### src/rtl/systolic_tile_seq_pkg.sv
// Shared types and default sizes for the systolic tile sequencer.
package systolic_pkg;

  localparam int DIM_DEF = 8;
  localparam int KW_DEF  = 16;

  typedef enum logic [2:0] {
    IDLE,
    LOAD,
    COMPUTE,
    DRAIN,
    DONE
  } state_t;

  // Step counter must reach k_len + 2*DIM - 3 at the largest k_len without wrapping.
  function automatic int cnt_width(input int dim, input int kw);
    int skew_w;
    skew_w = $clog2(2 * dim);
    return ((kw > skew_w) ? kw : skew_w) + 1;
  endfunction

endpackage

### src/rtl/systolic_tile_seq_if.sv
// Control, array-drive and drain signals of the systolic tile sequencer.
interface systolic_tile_seq_if
  import systolic_pkg::*;
#(
  parameter int DIM = DIM_DEF,
  parameter int KW  = KW_DEF
);
  localparam int RW = (DIM > 1) ? $clog2(DIM) : 1;

  logic           start;
  logic           abort;
  logic [KW-1:0]  k_len;
  logic           busy;
  logic           done;
  logic           err;
  logic           ld_en;
  logic [RW-1:0]  ld_row;
  logic           acc_clr;
  logic [DIM-1:0] feed_en;
  logic           drain_valid;
  logic           drain_ready;
  logic [RW-1:0]  drain_row;
  logic [31:0]    perf_cycles;

  modport master (
    output start, abort, k_len, drain_ready,
    input  busy, done, err, ld_en, ld_row, acc_clr, feed_en,
           drain_valid, drain_row, perf_cycles
  );

  modport slave (
    input  start, abort, k_len, drain_ready,
    output busy, done, err, ld_en, ld_row, acc_clr, feed_en,
           drain_valid, drain_row, perf_cycles
  );

endinterface

### src/rtl/systolic_tile_seq_skew_gen.sv
// Skewed per-row activation enables: row i is fed while i <= t < i + k_len.
module systolic_skew_gen
  import systolic_pkg::*;
#(
  parameter int DIM = DIM_DEF,
  parameter int KW  = KW_DEF,
  parameter int CW  = cnt_width(DIM_DEF, KW_DEF)
) (
  input  logic           en,
  input  logic [CW-1:0]  t,
  input  logic [KW-1:0]  k_len,
  output logic [DIM-1:0] feed_en
);
  localparam int EW = CW + 1;

  for (genvar i = 0; i < DIM; i++) begin : g_row
    logic [EW-1:0] t_ext;
    logic [EW-1:0] lo;
    logic [EW-1:0] hi;
    assign t_ext      = EW'(t);
    assign lo         = EW'(i);
    assign hi         = EW'(k_len) + EW'(i);
    assign feed_en[i] = en && (t_ext >= lo) && (t_ext < hi);
  end

endmodule

### src/rtl/systolic_tile_seq.sv
// Tile sequencer: weight load, skewed compute, handshaked drain, done pulse.
// Optional SYSTOLIC_SEQ_PERF_EN adds a cycle counter of the last completed operation.
module systolic_tile_seq
  import systolic_pkg::*;
#(
  parameter int DIM = DIM_DEF,
  parameter int KW  = KW_DEF
) (
  input  logic                clk,
  input  logic                rst,
  systolic_tile_seq_if.slave  bus
);
  localparam int RW = (DIM > 1) ? $clog2(DIM) : 1;
  localparam int CW = cnt_width(DIM, KW);
  localparam logic [CW-1:0] ROW_LAST = CW'(DIM - 1);
  localparam logic [CW-1:0] SKEW     = CW'(2 * DIM - 3);

  state_t        state;
  state_t        state_nxt;
  logic [CW-1:0] cnt;
  logic [CW-1:0] cnt_nxt;
  logic [CW-1:0] t_last;
  logic [KW-1:0] k_lat;
  logic          err_q;
  logic          accept;

  assign accept = (state == IDLE) && bus.start && (bus.k_len != '0);
  assign t_last = CW'(k_lat) + SKEW;

  always_comb begin
    state_nxt = state;
    if (state != IDLE && bus.abort) begin
      state_nxt = IDLE;
    end else begin
      case (state)
        IDLE:    if (accept) state_nxt = LOAD;
        LOAD:    if (cnt == ROW_LAST) state_nxt = COMPUTE;
        COMPUTE: if (cnt == t_last) state_nxt = DRAIN;
        DRAIN:   if (bus.drain_ready && cnt == ROW_LAST) state_nxt = DONE;
        DONE:    state_nxt = IDLE;
        default: state_nxt = IDLE;
      endcase
    end
  end

  // One counter serves as load row, compute step t and drain row; it restarts on every state change.
  always_comb begin
    cnt_nxt = '0;
    if (state_nxt == state) begin
      if (state == DRAIN)
        cnt_nxt = cnt + CW'(bus.drain_ready);
      else if (state == LOAD || state == COMPUTE)
        cnt_nxt = cnt + CW'(1);
    end
  end

  always_ff @(posedge clk or negedge rst) begin
    if (!rst) begin
      state <= IDLE;
      cnt   <= '0;
      err_q <= 1'b0;
    end else begin
      state <= state_nxt;
      cnt   <= cnt_nxt;
      err_q <= (state == IDLE) && bus.start && (bus.k_len == '0);
    end
  end

  always_ff @(posedge clk) begin
    if (accept) k_lat <= bus.k_len;
  end

  systolic_skew_gen #(
    .DIM (DIM),
    .KW  (KW),
    .CW  (CW)
  ) u_skew (
    .en      (state == COMPUTE),
    .t       (cnt),
    .k_len   (k_lat),
    .feed_en (bus.feed_en)
  );

  assign bus.busy        = (state != IDLE);
  assign bus.done        = (state == DONE);
  assign bus.err         = err_q;
  assign bus.ld_en       = (state == LOAD);
  assign bus.ld_row      = (state == LOAD) ? cnt[RW-1:0] : '0;
  assign bus.acc_clr     = (state == LOAD) && (cnt == '0);
  assign bus.drain_valid = (state == DRAIN);
  assign bus.drain_row   = (state == DRAIN) ? cnt[RW-1:0] : '0;

`ifdef SYSTOLIC_SEQ_PERF_EN
  logic [31:0] run_cnt;
  logic [31:0] perf_q;

  // run_cnt equals the 1-based cycle index since LOAD entry; the DONE cycle itself is included.
  always_ff @(posedge clk or negedge rst) begin
    if (!rst) begin
      run_cnt <= '0;
      perf_q  <= '0;
    end else begin
      if (accept)
        run_cnt <= 32'd1;
      else if (state != IDLE)
        run_cnt <= run_cnt + 32'd1;
      if (state == DRAIN && state_nxt == DONE)
        perf_q <= run_cnt + 32'd1;
    end
  end

  assign bus.perf_cycles = perf_q;
`else
  assign bus.perf_cycles = '0;
`endif

endmodule

### src/flat_wrapper.sv
// flat-port wrapper written by rule: the top's interface ports become plain ports
module systolic_tile_seq_flat import systolic_pkg::*;
#(
  parameter int DIM = DIM_DEF,
  parameter int KW  = KW_DEF
)
  (clk, rst, bus_start, bus_abort, bus_k_len, bus_drain_ready, bus_busy, bus_done, bus_err, bus_ld_en, bus_ld_row, bus_acc_clr, bus_feed_en, bus_drain_valid, bus_drain_row, bus_perf_cycles);
  systolic_tile_seq_if #(.DIM(DIM), .KW(KW)) bus_i ();
  input  logic clk;
  input  logic rst;
  input wire logic [$bits(bus_i.start)-1:0] bus_start;
  input wire logic [$bits(bus_i.abort)-1:0] bus_abort;
  input wire logic [$bits(bus_i.k_len)-1:0] bus_k_len;
  input wire logic [$bits(bus_i.drain_ready)-1:0] bus_drain_ready;
  output wire logic [$bits(bus_i.busy)-1:0] bus_busy;
  output wire logic [$bits(bus_i.done)-1:0] bus_done;
  output wire logic [$bits(bus_i.err)-1:0] bus_err;
  output wire logic [$bits(bus_i.ld_en)-1:0] bus_ld_en;
  output wire logic [$bits(bus_i.ld_row)-1:0] bus_ld_row;
  output wire logic [$bits(bus_i.acc_clr)-1:0] bus_acc_clr;
  output wire logic [$bits(bus_i.feed_en)-1:0] bus_feed_en;
  output wire logic [$bits(bus_i.drain_valid)-1:0] bus_drain_valid;
  output wire logic [$bits(bus_i.drain_row)-1:0] bus_drain_row;
  output wire logic [$bits(bus_i.perf_cycles)-1:0] bus_perf_cycles;
  assign bus_i.start = bus_start;
  assign bus_i.abort = bus_abort;
  assign bus_i.k_len = bus_k_len;
  assign bus_i.drain_ready = bus_drain_ready;
  assign bus_busy = bus_i.busy;
  assign bus_done = bus_i.done;
  assign bus_err = bus_i.err;
  assign bus_ld_en = bus_i.ld_en;
  assign bus_ld_row = bus_i.ld_row;
  assign bus_acc_clr = bus_i.acc_clr;
  assign bus_feed_en = bus_i.feed_en;
  assign bus_drain_valid = bus_i.drain_valid;
  assign bus_drain_row = bus_i.drain_row;
  assign bus_perf_cycles = bus_i.perf_cycles;
  systolic_tile_seq #(.DIM(DIM), .KW(KW)) u_core (.clk(clk), .rst(rst), .bus(bus_i));
endmodule
### config.mk
export PLATFORM = sky130hd
export DESIGN_NAME = systolic_tile_seq_flat
export DESIGN_NICKNAME = d
export VERILOG_FILES = /design/src/rtl/systolic_tile_seq_pkg.sv /design/src/rtl/systolic_tile_seq_if.sv /design/src/rtl/systolic_tile_seq_skew_gen.sv /design/src/rtl/systolic_tile_seq.sv /design/src/flat_wrapper.sv
export SDC_FILE = /design/constraint.sdc
export NUM_CORES = 1
export LEC_CHECK = 0
export CORE_MARGIN = 2
export CORE_UTILIZATION = 55
export DETAILED_ROUTE_END_ITERATION = 10
export PLACE_DENSITY = 0.78
export SYNTH_ARGS = -nofsm -noshare
export SYNTH_HDL_FRONTEND = slang
export SYNTH_SLANG_ARGS = --single-unit
### constraint.sdc
create_clock -name clk -period 8.61 [get_ports clk]
set_clock_uncertainty 0.15 [all_clocks]
set_input_delay 1.722 -clock clk [delete_from_list [all_inputs] [get_ports clk]]
set_output_delay 1.722 -clock clk [all_outputs]
set_load 0.01 [all_outputs]
==> results of run 1 <==
==> per-layer routing <==
layer | routed length (um) | global-route usage | vias up | share of wire
met4 | 743 | 0.0994 | 2 | 0.037
li1 | - | - | 3178 | -
met1 | 9240 | 0.419 | 3033 | 0.46
met2 | 8550 | 0.438 | 325 | 0.43
met3 | 1570 | 0.0373 | 60 | 0.078
met5 | 13 | 0 | - | 0.00065
==> Yosys cell counts (3+ instances only) <==
library cell and instances:
buf_2 18, nand3_1 31, ha_1 142, clkbuf_1 18
edfxtp_1 16, clkinv_1 5, nor3_1 23, or3_1 3
o211ai_1 6, o22ai_1 6, and4_1 3, buf_6 3
a211oi_1 15, a21o_1 20, nand2b_1 6, xnor2_1 101
o21ai_0 38, xor2_1 9, and2_1 5, nand2_1 61
nor2_1 83, a2111oi_0 3, dfrtp_1 21, o31a_1 4
o21bai_1 5, and3_1 14, nand4_1 22, nor2b_1 14
a22oi_1 4, inv_1 27, inv_2 4, a31oi_1 13
a211o_1 4, nor4_1 10, a21oi_1 49, buf_4 34
o21a_1 15
==> state kept, by name, summed over array words and instances (netlist names) <==
signal / flops
u_core.bus.err: 1
u_core.cnt: 17
u_core.k_lat: 16
u_core.state: 3
==> power by group <==
group          switching (W)  internal, W
Clock              0.0000754     0.000106
Sequential         0.0000713     0.000209
Combinational       0.000322     0.000225
Total               0.000468     0.000540
==> through the flow <==
stage,instances,worst slack [ns],utilization
floorplan,924,3.66,-
global placement,1067,2.73,0.588
detailed placement,1067,2.71,0.588
CTS,1075,2.38,0.600
global route,1075,2.03,0.600
finish,1075,2.32,0.600
==> critical path, cell delays in order, from the launching register on <==
cell and delay, ns:
edfxtp_1 0.69, inv_1 0.21, ha_1 0.32, a21boi_0 0.22, nor2_1 0.37, nand3_1 0.20
nor2_1 0.19, xnor2_1 0.14, ha_1 0.27, a21oi_1 0.15, o22ai_1 0.09, nor3_1 0.14
o21ai_0 0.15, o41ai_1 0.37, clkdlybuf4s50_1 0.60
==> cells in the final DEF (no fill, tap or decap), types with 4 or more instances in the layout <==
master           instances
conb_1                  32
nand2b_1                 6
nand2_1                 61
clkdlybuf4s50_1         40
and2_1                   5
o21bai_1                 5
o21ai_0                 38
nor2_1                  83
a31oi_1                 13
o31a_1                   4
a211oi_1                15
inv_2                    4
a22oi_1                  4
nand4_1                 22
nor4_1                  10
nor2b_1                 14
a21oi_1                 49
o22ai_1                  6
clkinv_1                 5
buf_4                    5
xnor2_1                101
a21o_1                  20
nand3_1                 31
clkbuf_16                5
and3_1                  14
o211ai_1                 6
dfrtp_1                 21
edfxtp_1                16
ha_1                   142
xor2_1                   9
o21a_1                  15
nor3_1                  23
inv_1                   27
a211o_1                  4
==> worst min path at each step <==
stage,start,to,slack [ns],cells past startpoint
2_1_floorplan,u_core.state[2],u_core.state[1],0.35,1
3_3_place_gp,u_core.state[2],u_core.state[1],0.40,1
3_5_place_dp,u_core.state[2],u_core.state[1],0.41,1
4_1_cts,u_core.state[2],u_core.state[1],0.41,1
5_1_grt,u_core.state[2],u_core.state[1],0.47,1
6_report,u_core.state[2],u_core.state[1],0.42,1
==> final cells by class <==
cell class | instances | area share
Clock buffer | 5 | 0.0165
Clock inverter | 3 | 0.00231
Inverter | 36 | 0.0179
Multi-Input combinational cell | 777 | 0.744
Sequential cell | 37 | 0.133
Tap cell | 172 | 0.0284
Timing Repair Buffer | 45 | 0.0579
==> logic make-up (layout without fill, tap and decap cells) <==
logic type               count (synthesis)  after routing  share of synthesized area
AND/OR/NAND/NOR                        292            292                      0.206
AO/OA/AOI/OAI                          200            200                      0.183
flip-flops                              37             37                      0.142
XOR/XNOR                               110            110                      0.136
multiplexers                             1              1                    0.00158
other                                    1             32                   0.000528
buffers and inverters                  110             89                     0.0824
adder cells (fa/ha/maj)                142            142                      0.250
==> flow_metrics.py, run 1 <==
metrics = {
    "layout": {
        "final_nets": 1065,
        "syn_to_final_growth_pct": 6.50,
        "final_cell_area_um2": 7570,
        "drive_above_1_share": 0.0310,
        "final-seq-area_um2": 1010,
        "fillers": 1155,
        "multi_input_area_um2": 5630,
        "diodes": 0,
    },
    "timing": {
        "layout_worst_path_cycle_share": 0.730,
        "whs_ns": 0.416,
        "rsz0062_at_grt": "false",
        "tightest_slew_ns": 0.999,
        "max_slew_margin": 0.334,
        "drv_slew": 0,
        "tns_ns": 0,
        "max_freq_mhz": 159,
        "finalHoldViolCount": 0,
        "fin_crit_ns": 6.29,
        "setup_viol": 0,
    },
    "status": {
        "status": "finished clean",
    },
    "power": {
        "finalPower_w": 0.00101,
        "power_density_nw_per_um2": 133,
        "power_leakage_nw": 3.32,
        "peakVddDrop_mv": 0.138,
    },
    "detailed_routing": {
        "postRouteAntennaNets": 0,
        "dr.pass1.iters": 6,
        "wire_per_inst_um": 18.7,
        "routed-via-count": 6598,
        "drc": 0,
        "routed_via_density": 6.14,
        "drt-initial-drc-count": 648,
        "routed_wl_um": 20100,
    },
    "floorplanning": {
        "die_area_um2": 13800,
        "rows": 41,
        "core_area_um2": 12600,
        "io_pins": 73,
        "die_w_um": 118,
        "start_util": 0.563,
        "die_height_um": 118,
    },
    "cts": {
        "cts.htree.levels": 2,
        "numCtsBuffers": 5,
        "worstSkewPairLatency_ns": 0.29,
        "clk_pin_slew_ns": 0.06,
        "cts.sinks": 37,
        "post-cts-setup-buffers": 0,
        "hold_buffers": 0,
        "post_cts_resize_count": 0,
        "cts_tree": "done",
        "cts.path.max_buffers": 2,
        "clockRootBuffer": "clkbuf_16",
    },
    "min_path": {
        "min_path_type": "reg -> reg",
    },
    "critical_path": {
        "rrSetupSlack_ns": 5.23,
        "path_class": "reg -> out",
        "r2r_cells": 8,
        "reg2reg_to": "u_core.cnt[3]",
        "critPathCaptureType": "output port",
        "r2r-start": "u_core.k_lat[1]",
        "cp_data_required_time_ns": 6.74,
        "critical_path.max_fanout": 13,
        "worst-endpoint-arrival_ns": 4.41,
        "critPathLaunch": "u_core.k_lat[1]",
        "crit_path_end": "bus_feed_en[7]",
        "start_kind": "flip-flop",
    },
    "grt": {
        "grt.total_usage": 0.288,
        "antenna_found_initial": 1,
        "grt_pass1_wl_um": 32300,
        "grt-ovfl-total": 0,
        "grt_max_degree": 26,
        "grt_pass1_vias": 5921,
    },
    "placement": {
        "place_hpwl_um": 15400,
        "placed_area_um2": 7420,
        "port_buffers": 40,
        "place_congestion": 1.01,
    },
    "yosys": {
        "syn_inst": 893,
        "syn-cell-area_um2": 7110,
        "syn_area_per_cell_um2": 7.96,
        "ys_warn_count": 0,
        "yosys-top-cells-area": "ha_1 (25%), xnor2_1 (12%), dfrtp_1 (7.4%), edfxtp_1 (6.8%), nor2_1 (4.4%)",
        "yosysSeqAreaShare": 0.142,
        "synth_edf_count": 16,
        "ys_types": 66,
        "synthFlopType": "dfrtp_1",
        "synth.largest_area_cell": "ha_1",
        "netlist.area_leader.share": 0.250,
        "yosys_register_bits": 37,
        "async_flop_share": 0.568,
    },
    "run": {
        "maxCapViolCount": 0,
    },
}
(Power assumes the default switching activity.)
==> run 2, diff against run 1 <==
--- a/config.mk
+++ b/config.mk
@@ -6,9 +6,9 @@
 export NUM_CORES = 1
 export LEC_CHECK = 0
 export CORE_MARGIN = 2
-export CORE_UTILIZATION = 55
+export CORE_UTILIZATION = 54
 export DETAILED_ROUTE_END_ITERATION = 10
-export PLACE_DENSITY = 0.78
+export PLACE_DENSITY = 0.79
 export SYNTH_ARGS = -nofsm -noshare
 export SYNTH_HDL_FRONTEND = slang
 export SYNTH_SLANG_ARGS = --single-unit
==> constraint.sdc (replaced) <==
create_clock -name clk -period 5.7 [get_ports clk]
set_clock_uncertainty 0.15 [all_clocks]
set_input_delay 1.14 -clock clk [delete_from_list [all_inputs] [get_ports clk]]
set_output_delay 1.14 -clock clk [all_outputs]
set_load 0.01 [all_outputs]
==> run 2 against run 1 <==
Compared with the run above:
- core utilization up 0.86 points
- non-clock buffer count up 22
- clock-buffer cell count unchanged
- critical path depth grew 1
- flip-flop and latch count is the same
- total power up 55%
- register-to-register slack worse by 2.8 ns
- global-route usage up 0.91 points
- wire length up 7.1%
- final cell count up 2.1%
- combinational power up 66%
- sequential share of layout area down 0.29 points
==> flow_metrics.py, run 2 (synthesis gave the netlist of run 1 again) <==
metrics = {
    "grt": {
        "grt.total_usage": 0.298,
        "grt_max_degree": 26,
        "antenna_found_initial": 2,
        "grt_pass1_wl_um": 33200,
        "grt_pass1_vias": 6125,
        "grt-ovfl-total": 0,
    },
    "critical_path": {
        "rrSetupSlack_ns": 2.45,
        "cp_data_required_time_ns": 4.41,
        "critPathCaptureType": "output port",
        "worst-path-buf-inv": 3,
        "crit_family": "compound AO/OA/AOI/OAI gates",
        "worst-endpoint-arrival_ns": 4.09,
        "slowest_delay_ns": 0.62,
        "r2r-start": "u_core.k_lat[0]",
        "start_kind": "flip-flop",
        "crit_chain": "buf_4 -> inv_1 -> ha_1 -> a21boi_0 -> nor2_1 -> nand3_1 -> nor2_1 -> xnor2_1 -> ha_1 -> a21oi_1 -> o22ai_1 -> nor3_1 -> o21ai_0 -> o41ai_1 -> clkdlybuf4s50_1",
        "path_class": "reg -> out",
        "critical_path.max_fanout": 13,
        "cpMaxStageDelayCell": "clkdlybuf4s50_1",
        "critPathLaunch": "u_core.k_lat[1]",
    },
    "placement": {
        "place_hpwl_um": 16700,
        "placed_area_um2": 7570,
        "placed_cells": 1087,
        "place_congestion": 1.04,
        "port_buffers": 40,
    },
    "timing": {
        "rsz0062_at_grt": "false",
        "max_slew_margin": 0.356,
        "tns_ns": 0,
        "setup_viol": 0,
        "fin_crit_ns": 5.38,
        "layout_worst_path_cycle_share": 0.945,
        "tightest_slew_ns": 0.963,
        "max_freq_mhz": 186,
        "whs_ns": 0.414,
        "finalHoldViolCount": 0,
        "drv_slew": 0,
    },
    "layout": {
        "final_common_cell": "ha_1",
        "syn_to_final_growth_pct": 8.91,
        "drive_above_1_share": 0.0541,
        "layout_common_cells": "ha_1 (142), xnor2_1 (101), nor2_1 (83)",
        "stdcell_count": 1098,
        "regMostFlops": "u_core.cnt",
        "final_cell_area_um2": 7740,
        "largestRegisters": "u_core.cnt: 17 flops, u_core.k_lat: 16 flops, u_core.state: 3 flops",
        "fillers": 1194,
        "finalCoreUtilization": 0.608,
        "largest_reg_flops": 17,
        "final_nets": 1087,
    },
    "cts": {
        "numCtsBuffers": 5,
        "hold_buffers": 0,
        "cts.sinks": 37,
        "cts_tree": "done",
        "cts.path.max_buffers": 2,
        "worstSkewPairLatency_ns": 0.28,
        "cts.htree.levels": 2,
        "clk_pin_slew_ns": 0.06,
        "clockRootBuffer": "clkbuf_16",
    },
    "detailed_routing": {
        "drc": 0,
        "drt-initial-drc-count": 697,
        "dr.pass1.iters": 5,
        "routed_wl_um": 21500,
        "postRouteAntennaNets": 0,
        "routed_via_density": 6.21,
        "wire_per_inst_um": 19.6,
        "routed-via-count": 6818,
    },
    "floorplanning": {
        "core_area_um2": 12700,
        "die_area_um2": 14100,
        "die_w_um": 119,
        "io_pins": 73,
        "die_height_um": 119,
        "start_util": 0.559,
        "rows": 41,
    },
    "min_path": {
        "min_path_type": "reg -> reg",
        "min-delay-start": "u_core.state[2]",
    },
    "power": {
        "power_density_nw_per_um2": 202,
        "peakVddDrop_mv": 0.177,
        "power_leakage_nw": 3.43,
    },
    "run": {
        "maxCapViolCount": 0,
    },
    "status": {
        "status": "finished clean",
    },
}
run 2: cell count changes in the layout (fill, tap and decap cells not counted):
cell / previous run / this run
clkinv_2: 2 / 1
diode_2: 0 / 1
inv_6: 0 / 1
buf_4: 5 / 27
run 2: final cells by class:
type                    instances  area [um2]  share of cell area
repair buffers                 67         603              0.0779
clock buffers                   5         125              0.0162
well taps                     172         215              0.0278
multi-input cells             777        5630               0.728
clock inverters                 3        21.3             0.00275
inverters                      36         135              0.0175
flip-flops and latches         37        1010               0.130
diodes                          1        2.50            0.000323
run 2: through the flow:
step,setup slack [ns],total power [W]
2_1_floorplan,1.34,0.00101
3_3_place_gp,0.772,0.00124
3_5_place_dp,0.695,0.00126
4_1_cts,0.371,0.00155
5_1_grt,0.120,0.00167
6_report,0.316,0.00156
run 2: layer usage:
layer / track usage / wire length (um) / vias up
met2: 0.470 / 9430 / 379
met5: 0 / 13 / -
li1: - / - / 3224
met1: 0.405 / 9240 / 3149
met3: 0.0579 / 2190 / 64
met4: 0.0990 / 661 / 2
run 2: repair_timing:
action                     in CTS  in global routing
buffers inserted                0                  2
setup endpoints to repair       0                  1
resized for setup               0                  0
run 2: where the power goes:
part           internal, W  total [W]  switching (W)
Combinational     0.000363   0.000909       0.000546
Sequential        0.000315   0.000377      0.0000617
Clock             0.000163   0.000276       0.000113
Total             0.000840    0.00156       0.000721
run 2: path summary, 6_finish.rpt:
kind | endpoint | depth (start not counted)
hold reg to reg | u_core.state[1] | 1
hold / removal | u_core.state[1] | 1
setup reg to reg | u_core.cnt[13] | 11
max in group asynchronous | u_core.bus.err | 1
min in group asynchronous | u_core.cnt[5] | 1
setup / recovery | bus_feed_en[7] | 15
